**src/rtl/fpu_mmio_pkg.sv**
```systemverilog
// Shared definitions for the FPU MMIO responder: register map, command codes,
// enums, STATUS bit positions and timeout constants.
package fpu_mmio_pkg;

    localparam logic [12:0] ADR_OPA    = 13'h600;
    localparam logic [12:0] ADR_OPB    = 13'h604;
    localparam logic [12:0] ADR_CMD    = 13'h608;
    localparam logic [12:0] ADR_RESULT = 13'h60C;
    localparam logic [12:0] ADR_STATUS = 13'h610;

    localparam logic [31:0] CMD_ADD = 32'd1;
    localparam logic [31:0] CMD_SUB = 32'd2;
    localparam logic [31:0] CMD_MUL = 32'd3;

    typedef enum logic [1:0] {
        OP_ADD = 2'd0,
        OP_SUB = 2'd1,
        OP_MUL = 2'd2
    } fpu_op_e;

    typedef enum logic [1:0] {
        S_IDLE  = 2'd0,
        S_ISSUE = 2'd1,
        S_WAIT  = 2'd2
    } state_e;

    localparam int ST_BUSY    = 0;
    localparam int ST_DONE    = 1;
    localparam int ST_OVERRUN = 2;
    localparam int ST_BAD_CMD = 3;
    localparam int ST_TIMEOUT = 4;

    localparam int TIMEOUT = 16;
    localparam int CNT_W   = $clog2(TIMEOUT);

    localparam logic [31:0] QNAN = 32'h7FC00000;

    function automatic logic cmd_valid(input logic [31:0] c);
        return (c >= CMD_ADD) && (c <= CMD_MUL);
    endfunction

endpackage

```
**src/rtl/fpu_mmio_responder_if.sv**
```systemverilog
// Bus-side and FPU-core-side signals of the responder. The slave modport is the
// responder itself; master is whatever drives the bus and models the core.
interface fpu_mmio_responder_if;
    logic        MemWrite;
    logic [12:0] DataAdr;
    logic [31:0] WriteData;
    logic [31:0] ReadData;
    logic        fpu_start;
    logic [1:0]  fpu_op;
    logic [31:0] fpu_a;
    logic [31:0] fpu_b;
    logic [31:0] fpu_result;
    logic        fpu_valid;

    modport slave (
        input  MemWrite, DataAdr, WriteData, fpu_result, fpu_valid,
        output ReadData, fpu_start, fpu_op, fpu_a, fpu_b
    );

    modport master (
        output MemWrite, DataAdr, WriteData, fpu_result, fpu_valid,
        input  ReadData, fpu_start, fpu_op, fpu_a, fpu_b
    );
endinterface

```
**src/rtl/fpu_mmio_ctrl.sv**
```systemverilog
// Launch FSM (IDLE -> ISSUE -> WAIT -> IDLE) with WAIT timeout counter; emits
// one-cycle event strobes that the top uses to update RESULT and STATUS.
module fpu_mmio_ctrl
    import fpu_mmio_pkg::*;
(
    input  logic        clk,
    input  logic        reset,
    input  logic        i_cmd_wr,
    input  logic [31:0] i_cmd,
    input  logic        i_fpu_valid,
    output logic        o_fpu_start,
    output logic [1:0]  o_fpu_op,
    output logic        o_busy,
    output logic        o_launch,
    output logic        o_res_we,
    output logic        o_timeout,
    output logic        o_done,
    output logic        o_overrun,
    output logic        o_bad_cmd
);

    localparam logic [CNT_W-1:0] CNT_LAST = CNT_W'(TIMEOUT - 1);

    state_e           r_state;
    fpu_op_e          r_op;
    logic             r_start;
    logic [CNT_W-1:0] r_cnt;
    logic             w_idle;
    logic             w_wait;

    always_comb begin
        w_idle    = (r_state == S_IDLE);
        w_wait    = (r_state == S_WAIT);
        o_launch  = i_cmd_wr && w_idle && cmd_valid(i_cmd);
        o_bad_cmd = i_cmd_wr && w_idle && !cmd_valid(i_cmd);
        o_overrun = i_cmd_wr && !w_idle;
        // A valid on the final WAIT cycle wins over the timeout.
        o_done    = w_wait && i_fpu_valid;
        o_timeout = w_wait && !i_fpu_valid && (r_cnt == CNT_LAST);
        o_res_we  = o_done || o_timeout;
        o_busy    = !w_idle;
    end

    always_ff @(posedge clk) begin
        if (reset) begin
            r_state <= S_IDLE;
            r_op    <= OP_ADD;
            r_start <= 1'b0;
            r_cnt   <= '0;
        end else begin
            r_start <= 1'b0;
            case (r_state)
                S_IDLE: begin
                    if (o_launch) begin
                        r_state <= S_ISSUE;
                        r_start <= 1'b1;
                        r_op    <= fpu_op_e'(i_cmd[1:0] - 2'd1);
                    end
                end
                S_ISSUE: begin
                    r_state <= S_WAIT;
                    r_cnt   <= '0;
                end
                S_WAIT: begin
                    if (o_res_we) r_state <= S_IDLE;
                    else          r_cnt   <= r_cnt + 1'b1;
                end
                default: r_state <= S_IDLE;
            endcase
        end
    end

    assign o_fpu_start = r_start;
    assign o_fpu_op    = r_op;

endmodule

```
**src/rtl/fpu_mmio_responder.sv**
```systemverilog
// Memory-mapped front end for a single-precision FPU core: operand/result
// registers, read mux, and (with FPU_MMIO_STATUS_EN) the STATUS register.
module fpu_mmio_responder
    import fpu_mmio_pkg::*;
(
    input  logic                 clk,
    input  logic                 reset,
    fpu_mmio_responder_if.slave  bus
);

    logic [31:0] r_opa;
    logic [31:0] r_opb;
    logic [31:0] r_result;
    logic [31:0] r_fpu_a;
    logic [31:0] r_fpu_b;
    logic [31:0] w_status;
    logic [31:0] w_rdata;

    logic w_wr_opa;
    logic w_wr_opb;
    logic w_wr_cmd;
    logic w_busy;
    logic w_launch;
    logic w_res_we;
    logic w_timeout;
    logic w_done;
    logic w_overrun;
    logic w_bad_cmd;

    assign w_wr_opa = bus.MemWrite && (bus.DataAdr == ADR_OPA);
    assign w_wr_opb = bus.MemWrite && (bus.DataAdr == ADR_OPB);
    assign w_wr_cmd = bus.MemWrite && (bus.DataAdr == ADR_CMD);

    fpu_mmio_ctrl u_ctrl (
        .clk         (clk),
        .reset       (reset),
        .i_cmd_wr    (w_wr_cmd),
        .i_cmd       (bus.WriteData),
        .i_fpu_valid (bus.fpu_valid),
        .o_fpu_start (bus.fpu_start),
        .o_fpu_op    (bus.fpu_op),
        .o_busy      (w_busy),
        .o_launch    (w_launch),
        .o_res_we    (w_res_we),
        .o_timeout   (w_timeout),
        .o_done      (w_done),
        .o_overrun   (w_overrun),
        .o_bad_cmd   (w_bad_cmd)
    );

    // Operand copies are taken only at launch, so later OPA/OPB writes leave
    // the operation in flight untouched.
    always_ff @(posedge clk) begin
        if (reset) begin
            r_opa    <= '0;
            r_opb    <= '0;
            r_result <= '0;
            r_fpu_a  <= '0;
            r_fpu_b  <= '0;
        end else begin
            if (w_wr_opa) r_opa <= bus.WriteData;
            if (w_wr_opb) r_opb <= bus.WriteData;
            if (w_launch) begin
                r_fpu_a <= r_opa;
                r_fpu_b <= r_opb;
            end
            if (w_res_we) r_result <= w_timeout ? QNAN : bus.fpu_result;
        end
    end

`ifdef FPU_MMIO_STATUS_EN
    logic       r_done;
    logic [2:0] r_sticky;
    logic       w_wr_stat;
    logic [2:0] w_set;
    logic [2:0] w_clr;

    assign w_wr_stat = bus.MemWrite && (bus.DataAdr == ADR_STATUS);
    assign w_set     = {w_timeout, w_bad_cmd, w_overrun};
    assign w_clr     = w_wr_stat ? bus.WriteData[ST_TIMEOUT:ST_OVERRUN] : 3'b000;

    // Set has priority over a same-cycle write-1-to-clear.
    always_ff @(posedge clk) begin
        if (reset) begin
            r_done   <= 1'b0;
            r_sticky <= 3'b000;
        end else begin
            if (w_launch)    r_done <= 1'b0;
            else if (w_done) r_done <= 1'b1;
            r_sticky <= (r_sticky & ~w_clr) | w_set;
        end
    end

    always_comb begin
        w_status                          = '0;
        w_status[ST_BUSY]                 = w_busy;
        w_status[ST_DONE]                 = r_done;
        w_status[ST_TIMEOUT:ST_OVERRUN]   = r_sticky;
    end
`else
    logic w_unused_flags;

    assign w_unused_flags = w_busy | w_done | w_overrun | w_bad_cmd;
    assign w_status       = '0;
`endif

    always_comb begin
        case (bus.DataAdr)
            ADR_OPA:    w_rdata = r_opa;
            ADR_OPB:    w_rdata = r_opb;
            ADR_RESULT: w_rdata = r_result;
            ADR_STATUS: w_rdata = w_status;
            default:    w_rdata = '0;
        endcase
    end

    assign bus.ReadData = w_rdata;
    assign bus.fpu_a    = r_fpu_a;
    assign bus.fpu_b    = r_fpu_b;

endmodule

```
**src/flat_wrapper.sv**
```systemverilog
// flat-port wrapper written by rule: the top's interface ports become plain ports
module fpu_mmio_responder_flat import fpu_mmio_pkg::*;
  (clk, reset, bus_MemWrite, bus_DataAdr, bus_WriteData, bus_fpu_result, bus_fpu_valid, bus_ReadData, bus_fpu_start, bus_fpu_op, bus_fpu_a, bus_fpu_b);
  fpu_mmio_responder_if bus_i ();
  input  logic clk;
  input  logic reset;
  input wire logic [$bits(bus_i.MemWrite)-1:0] bus_MemWrite;
  input wire logic [$bits(bus_i.DataAdr)-1:0] bus_DataAdr;
  input wire logic [$bits(bus_i.WriteData)-1:0] bus_WriteData;
  input wire logic [$bits(bus_i.fpu_result)-1:0] bus_fpu_result;
  input wire logic [$bits(bus_i.fpu_valid)-1:0] bus_fpu_valid;
  output wire logic [$bits(bus_i.ReadData)-1:0] bus_ReadData;
  output wire logic [$bits(bus_i.fpu_start)-1:0] bus_fpu_start;
  output wire logic [$bits(bus_i.fpu_op)-1:0] bus_fpu_op;
  output wire logic [$bits(bus_i.fpu_a)-1:0] bus_fpu_a;
  output wire logic [$bits(bus_i.fpu_b)-1:0] bus_fpu_b;
  assign bus_i.MemWrite = bus_MemWrite;
  assign bus_i.DataAdr = bus_DataAdr;
  assign bus_i.WriteData = bus_WriteData;
  assign bus_i.fpu_result = bus_fpu_result;
  assign bus_i.fpu_valid = bus_fpu_valid;
  assign bus_ReadData = bus_i.ReadData;
  assign bus_fpu_start = bus_i.fpu_start;
  assign bus_fpu_op = bus_i.fpu_op;
  assign bus_fpu_a = bus_i.fpu_a;
  assign bus_fpu_b = bus_i.fpu_b;
  fpu_mmio_responder u_core (.clk(clk), .reset(reset), .bus(bus_i));
endmodule
```
**config.mk**
```make
export PLATFORM = sky130hd
export DESIGN_NAME = fpu_mmio_responder_flat
export DESIGN_NICKNAME = d
export VERILOG_FILES = /design/src/rtl/fpu_mmio_pkg.sv /design/src/rtl/fpu_mmio_responder_if.sv /design/src/rtl/fpu_mmio_ctrl.sv /design/src/rtl/fpu_mmio_responder.sv /design/src/flat_wrapper.sv
export SDC_FILE = /design/constraint.sdc
export NUM_CORES = 1
export LEC_CHECK = 0
export ABC_AREA = 1
export BUFFER_PORTS_ARGS = -buffer_cell sky130_fd_sc_hd__buf_2
export CAP_MARGIN = 20
export CORE_MARGIN = 2
export CORE_UTILIZATION = 49
export CTS_CLUSTER_DIAMETER = 80
export DETAILED_ROUTE_END_ITERATION = 7
export GPL_TIMING_DRIVEN = 0
export MAX_ROUTING_LAYER = met4
export PLACE_DENSITY = 0.87
export SYNTH_ARGS = -nofsm -noshare
export SYNTH_HDL_FRONTEND = slang
export SYNTH_SLANG_ARGS = --single-unit
```
**constraint.sdc**
```tcl
create_clock -name clk -period 1.55 [get_ports clk]
set_input_delay 0.31 -clock clk [delete_from_list [all_inputs] [get_ports clk]]
set_output_delay 0.31 -clock clk [all_outputs]
set_load 0.02 [all_outputs]
```
==> results.sh <==
export IMPL_cts_root_buf="clkbuf_16"
export IMPL_tightest_slew_ns=0.694
export IMPL_overflow=0
export IMPL_antenna_found_initial=0
export IMPL_cts_sinks=169
export IMPL_cts_buffers=17
export IMPL_synth_enable_flop_cells=0
export IMPL_clock_latency_ns=0.44
export IMPL_netlist_instances=1136
export IMPL_initial_core_util=0.496
export IMPL_yosys_top_cells_area="dfxtp_1 43%, nand3_1 15%, a21oi_1 10%"
export IMPL_wl_met3_um=4420
export IMPL_antenna_cells=0
export IMPL_switchingPower_w=0.00216
export IMPL_placed_area_mm2=0.00913
export IMPL_p_comb_frac=0.059
export IMPL_cts_tree="yes"
export IMPL_ir_worst_vdd_uv=869
export IMPL_grt_max_degree=17
export IMPL_via_count=9720
export IMPL_cp_start_kind="primary input"
export IMPL_synth_nets=1220
export IMPL_cp_required_ns=1.24
export IMPL_layout_drive_gt1_share=0.350
export IMPL_synth_distinct_cells=22
export IMPL_worst_path_max_fanout=7
export IMPL_viasPerCell=6.09
export IMPL_met2WireLength_um=15100
export IMPL_ys_warn_count=0
export IMPL_slew_headroom=0.537
export IMPL_synth_top_cells_by_count="228 x nand3_1, 201 x nand2_1, 169 x dfxtp_1, 157 x a21oi_1, 106 x nor2_1"
export IMPL_area_growth_pct=47.5
export IMPL_timing_final_crit_share=1.19
export IMPL_n_fill_cell=1101
export IMPL_nets=1452
export IMPL_port_buffer_count=179
export IMPL_wirelength_um=33500
export IMPL_failed_checks="design-rule violations, negative setup slack"
export IMPL_clock_path_buffers=2
export IMPL_wire_per_inst_um=21.0
export IMPL_dp_hpwl_um=21700
export IMPL_maxCapViolations=0
export IMPL_met1_length_um=11400
export IMPL_syn_avg_cell_area_um2=6.86
export IMPL_synth_top_area_share=0.434
export IMPL_io_pins=180
export IMPL_arrival_ns=1.54
export IMPL_num_rows=46
export IMPL_pwr_density_cell_mw_per_mm2=791
export IMPL_drtIter0Drc=1435
export IMPL_first_global_vias=8323
export IMPL_die_area_mm2=0.0169
export IMPL_maxSlewViolCount=0
export IMPL_critPathMostFrequentCell="nand3_2"
export IMPL_crit_family="buffers and inverters"
export IMPL_die_h_um=130
export IMPL_power_total_w=0.00909
export IMPL_drc=1
export IMPL_ys_dominant_reg_cell="dfxtp_1"
export IMPL_status="finished, violations left"
export IMPL_p_leak_nw=4.54
export IMPL_setup_viol_count_final=123
export IMPL_critPathBufInv=6
export IMPL_max_stage_delay_ns=0.17
export IMPL_skew_ns=0.00704
export IMPL_grtUsageTotal=0.365
export IMPL_synth_seq_area_share=0.434
export IMPL_pwr_share_seq=0.477
export IMPL_min_period_ns=1.85
export IMPL_top_layer_used="met4"
export IMPL_endpoint_kind="output port"
export IMPL_yosysMostFrequentCell="nand3_1"
export IMPL_cell_internal_pwr_w=0.00693
export IMPL_grt_pass1_wl_um=45000
export IMPL_holdCritPathClass="primary input to flop"
export IMPL_cp_cell_sequence="buf_6 > inv_4 > nand2_2 > nor2_2 > nand3_2 > clkinv_4 > buf_12 > clkbuf_16 > nand3_2 > nand3_2 > buf_6"
export IMPL_first_pass_iters=8
export IMPL_fmax_mhz=541
export IMPL_async_reset_ff_frac=0
export IMPL_synth_area_leader_cell="dfxtp_1"
export IMPL_dieWidth_um=130
export IMPL_gp_congestion=0.994
export IMPL_p_sw_frac=0.238
export IMPL_hold_violations=0
export IMPL_ys_seq_elements=169
export IMPL_coreArea_mm2=0.0157
export IMPL_criticalPathCategory="primary input to output port"
export IMPL_crit_slowest_cell="clkbuf_16"
export IMPL_syn_cell_area_mm2=0.00779
export IMPL_final_cell_area_mm2=0.0115
export IMPL_rsz0062_at_grt="true"
export IMPL_clkTransAtPathRegs_ns=0.06
export IMPL_cts_htree_levels=4
export IMPL_ant_nets=0
export IMPL_fin_ws_ns=-0.300
export IMPL_pwr_share_clk=0.464
[flip-flops by register name (all words and copies together), names as in the netlist, 2 cells and up]
signal / count
u_core.u_ctrl.r_state: 2
u_core.r_opb: 32
u_core.r_opa: 32
u_core.bus.fpu_b: 32
u_core.bus.fpu_a: 32
u_core.u_ctrl.o_fpu_op: 2
u_core.r_result: 32
u_core.u_ctrl.r_cnt: 4
[final timing paths]
path / endpoint / startpoint / depth (start not counted) / slack [ns]
hold / removal: u_core.r_result[7]$_SDFFE_PP0N_ / bus_fpu_result[7] / 3 / 0.11
hold reg to reg: u_core.u_ctrl.r_cnt[0]$_SDFFE_PP0P_ / u_core.u_ctrl.r_cnt[0]$_SDFFE_PP0P_ / 1 / 0.47
setup reg to reg: u_core.bus.fpu_b[16]$_SDFFE_PP0P_ / u_core.u_ctrl.r_state[0]$_SDFFE_PP0P_ / 10 / -0.14
setup / recovery: bus_ReadData[13] / bus_DataAdr[8] / 11 / -0.30
[what timing repair did]
action / CTS / global route
gates cloned: 4 / 9
gates resized for setup: 189 / 197
setup endpoints to repair: 185 / 188
setup buffers: 15 / 8
hold buffers: 0 / 0
pin swaps: 18 / 33
[tightest hold or removal path, delay by kind of cell]
kind | cells | cell delay (ns)
buffers and inverters | 1 | 0.09
AND/OR/NAND/NOR | 1 | 0.05
AO/OA/AOI/OAI | 1 | 0.05
[power by group through the flow]
stage	clock network, W	registers [W]	logic [W]
after CTS	0.00419	0.00434	0.000465
after detailed placement	0	0.00444	0.000411
final	0.00422	0.00434	0.000533
after global placement	0	0.00444	0.000408
after global routing	0.00440	0.00434	0.000555
after floorplan	0	0.00444	0.000184
[area by class of cell]
class | count | area, µm² | area share
multi-input combinational | 781 | 4530 | 0.394
sequential | 169 | 3390 | 0.295
timing repair buffer | 215 | 1630 | 0.142
buffer | 96 | 766 | 0.0666
clock buffer | 21 | 450 | 0.0392
inverter | 88 | 338 | 0.0294
tap | 216 | 270 | 0.0235
clock inverter | 11 | 123 | 0.0107
[cell families (layout without fill, tap and decap cells)]
logic type | Yosys count | in the layout | share of synthesized area
compound gates | 169 | 169 | 0.110
xor+xnor | 1 | 1 | 0.00112
fa+ha+maj | 3 | 3 | 0.00482
buf+inv | 186 | 431 | 0.0968
flops | 169 | 169 | 0.434
simple gates | 608 | 608 | 0.353
[layout by cell type, fill, tap and decap left out, drive strengths merged]
cell type / count
bufinv: 2
o21ai: 3
nand4: 64
a21oi: 157
nor3: 2
clkbuf: 77
a31oi: 9
dfxtp: 169
clkinvlp: 4
buf: 255
inv: 88
clkinv: 5
nand2: 201
nand3: 228
xor2: 1
ha: 3
nand3b: 1
nor2: 111
or2: 1
[layer usage]
metal  vias to the layer above  track usage
met2                       848        0.577
met5                         -            -
li1                       4272            -
met3                       257       0.0886
met1                      4343        0.433
met4                         0        0.188
[stage by stage]
step | hold slack [ns] | worst slack, ns | TNS [ns] | utilization | cells
after detailed placement | 0.462 | -0.810 | -96.55 | 0.581 | 1531
after floorplan | 0.447 | -0.0202 | -0.576 | - | 1136
final | 0.112 | -0.300 | -13.64 | 0.732 | 1597
after global routing | 0.106 | -0.347 | -14.56 | 0.732 | 1597
after CTS | 0.110 | -0.244 | -6.45 | 0.675 | 1581
after global placement | 0.456 | -0.809 | -94.83 | 0.581 | 1531
No activity file was read; power rests on OpenSTA's default activity.
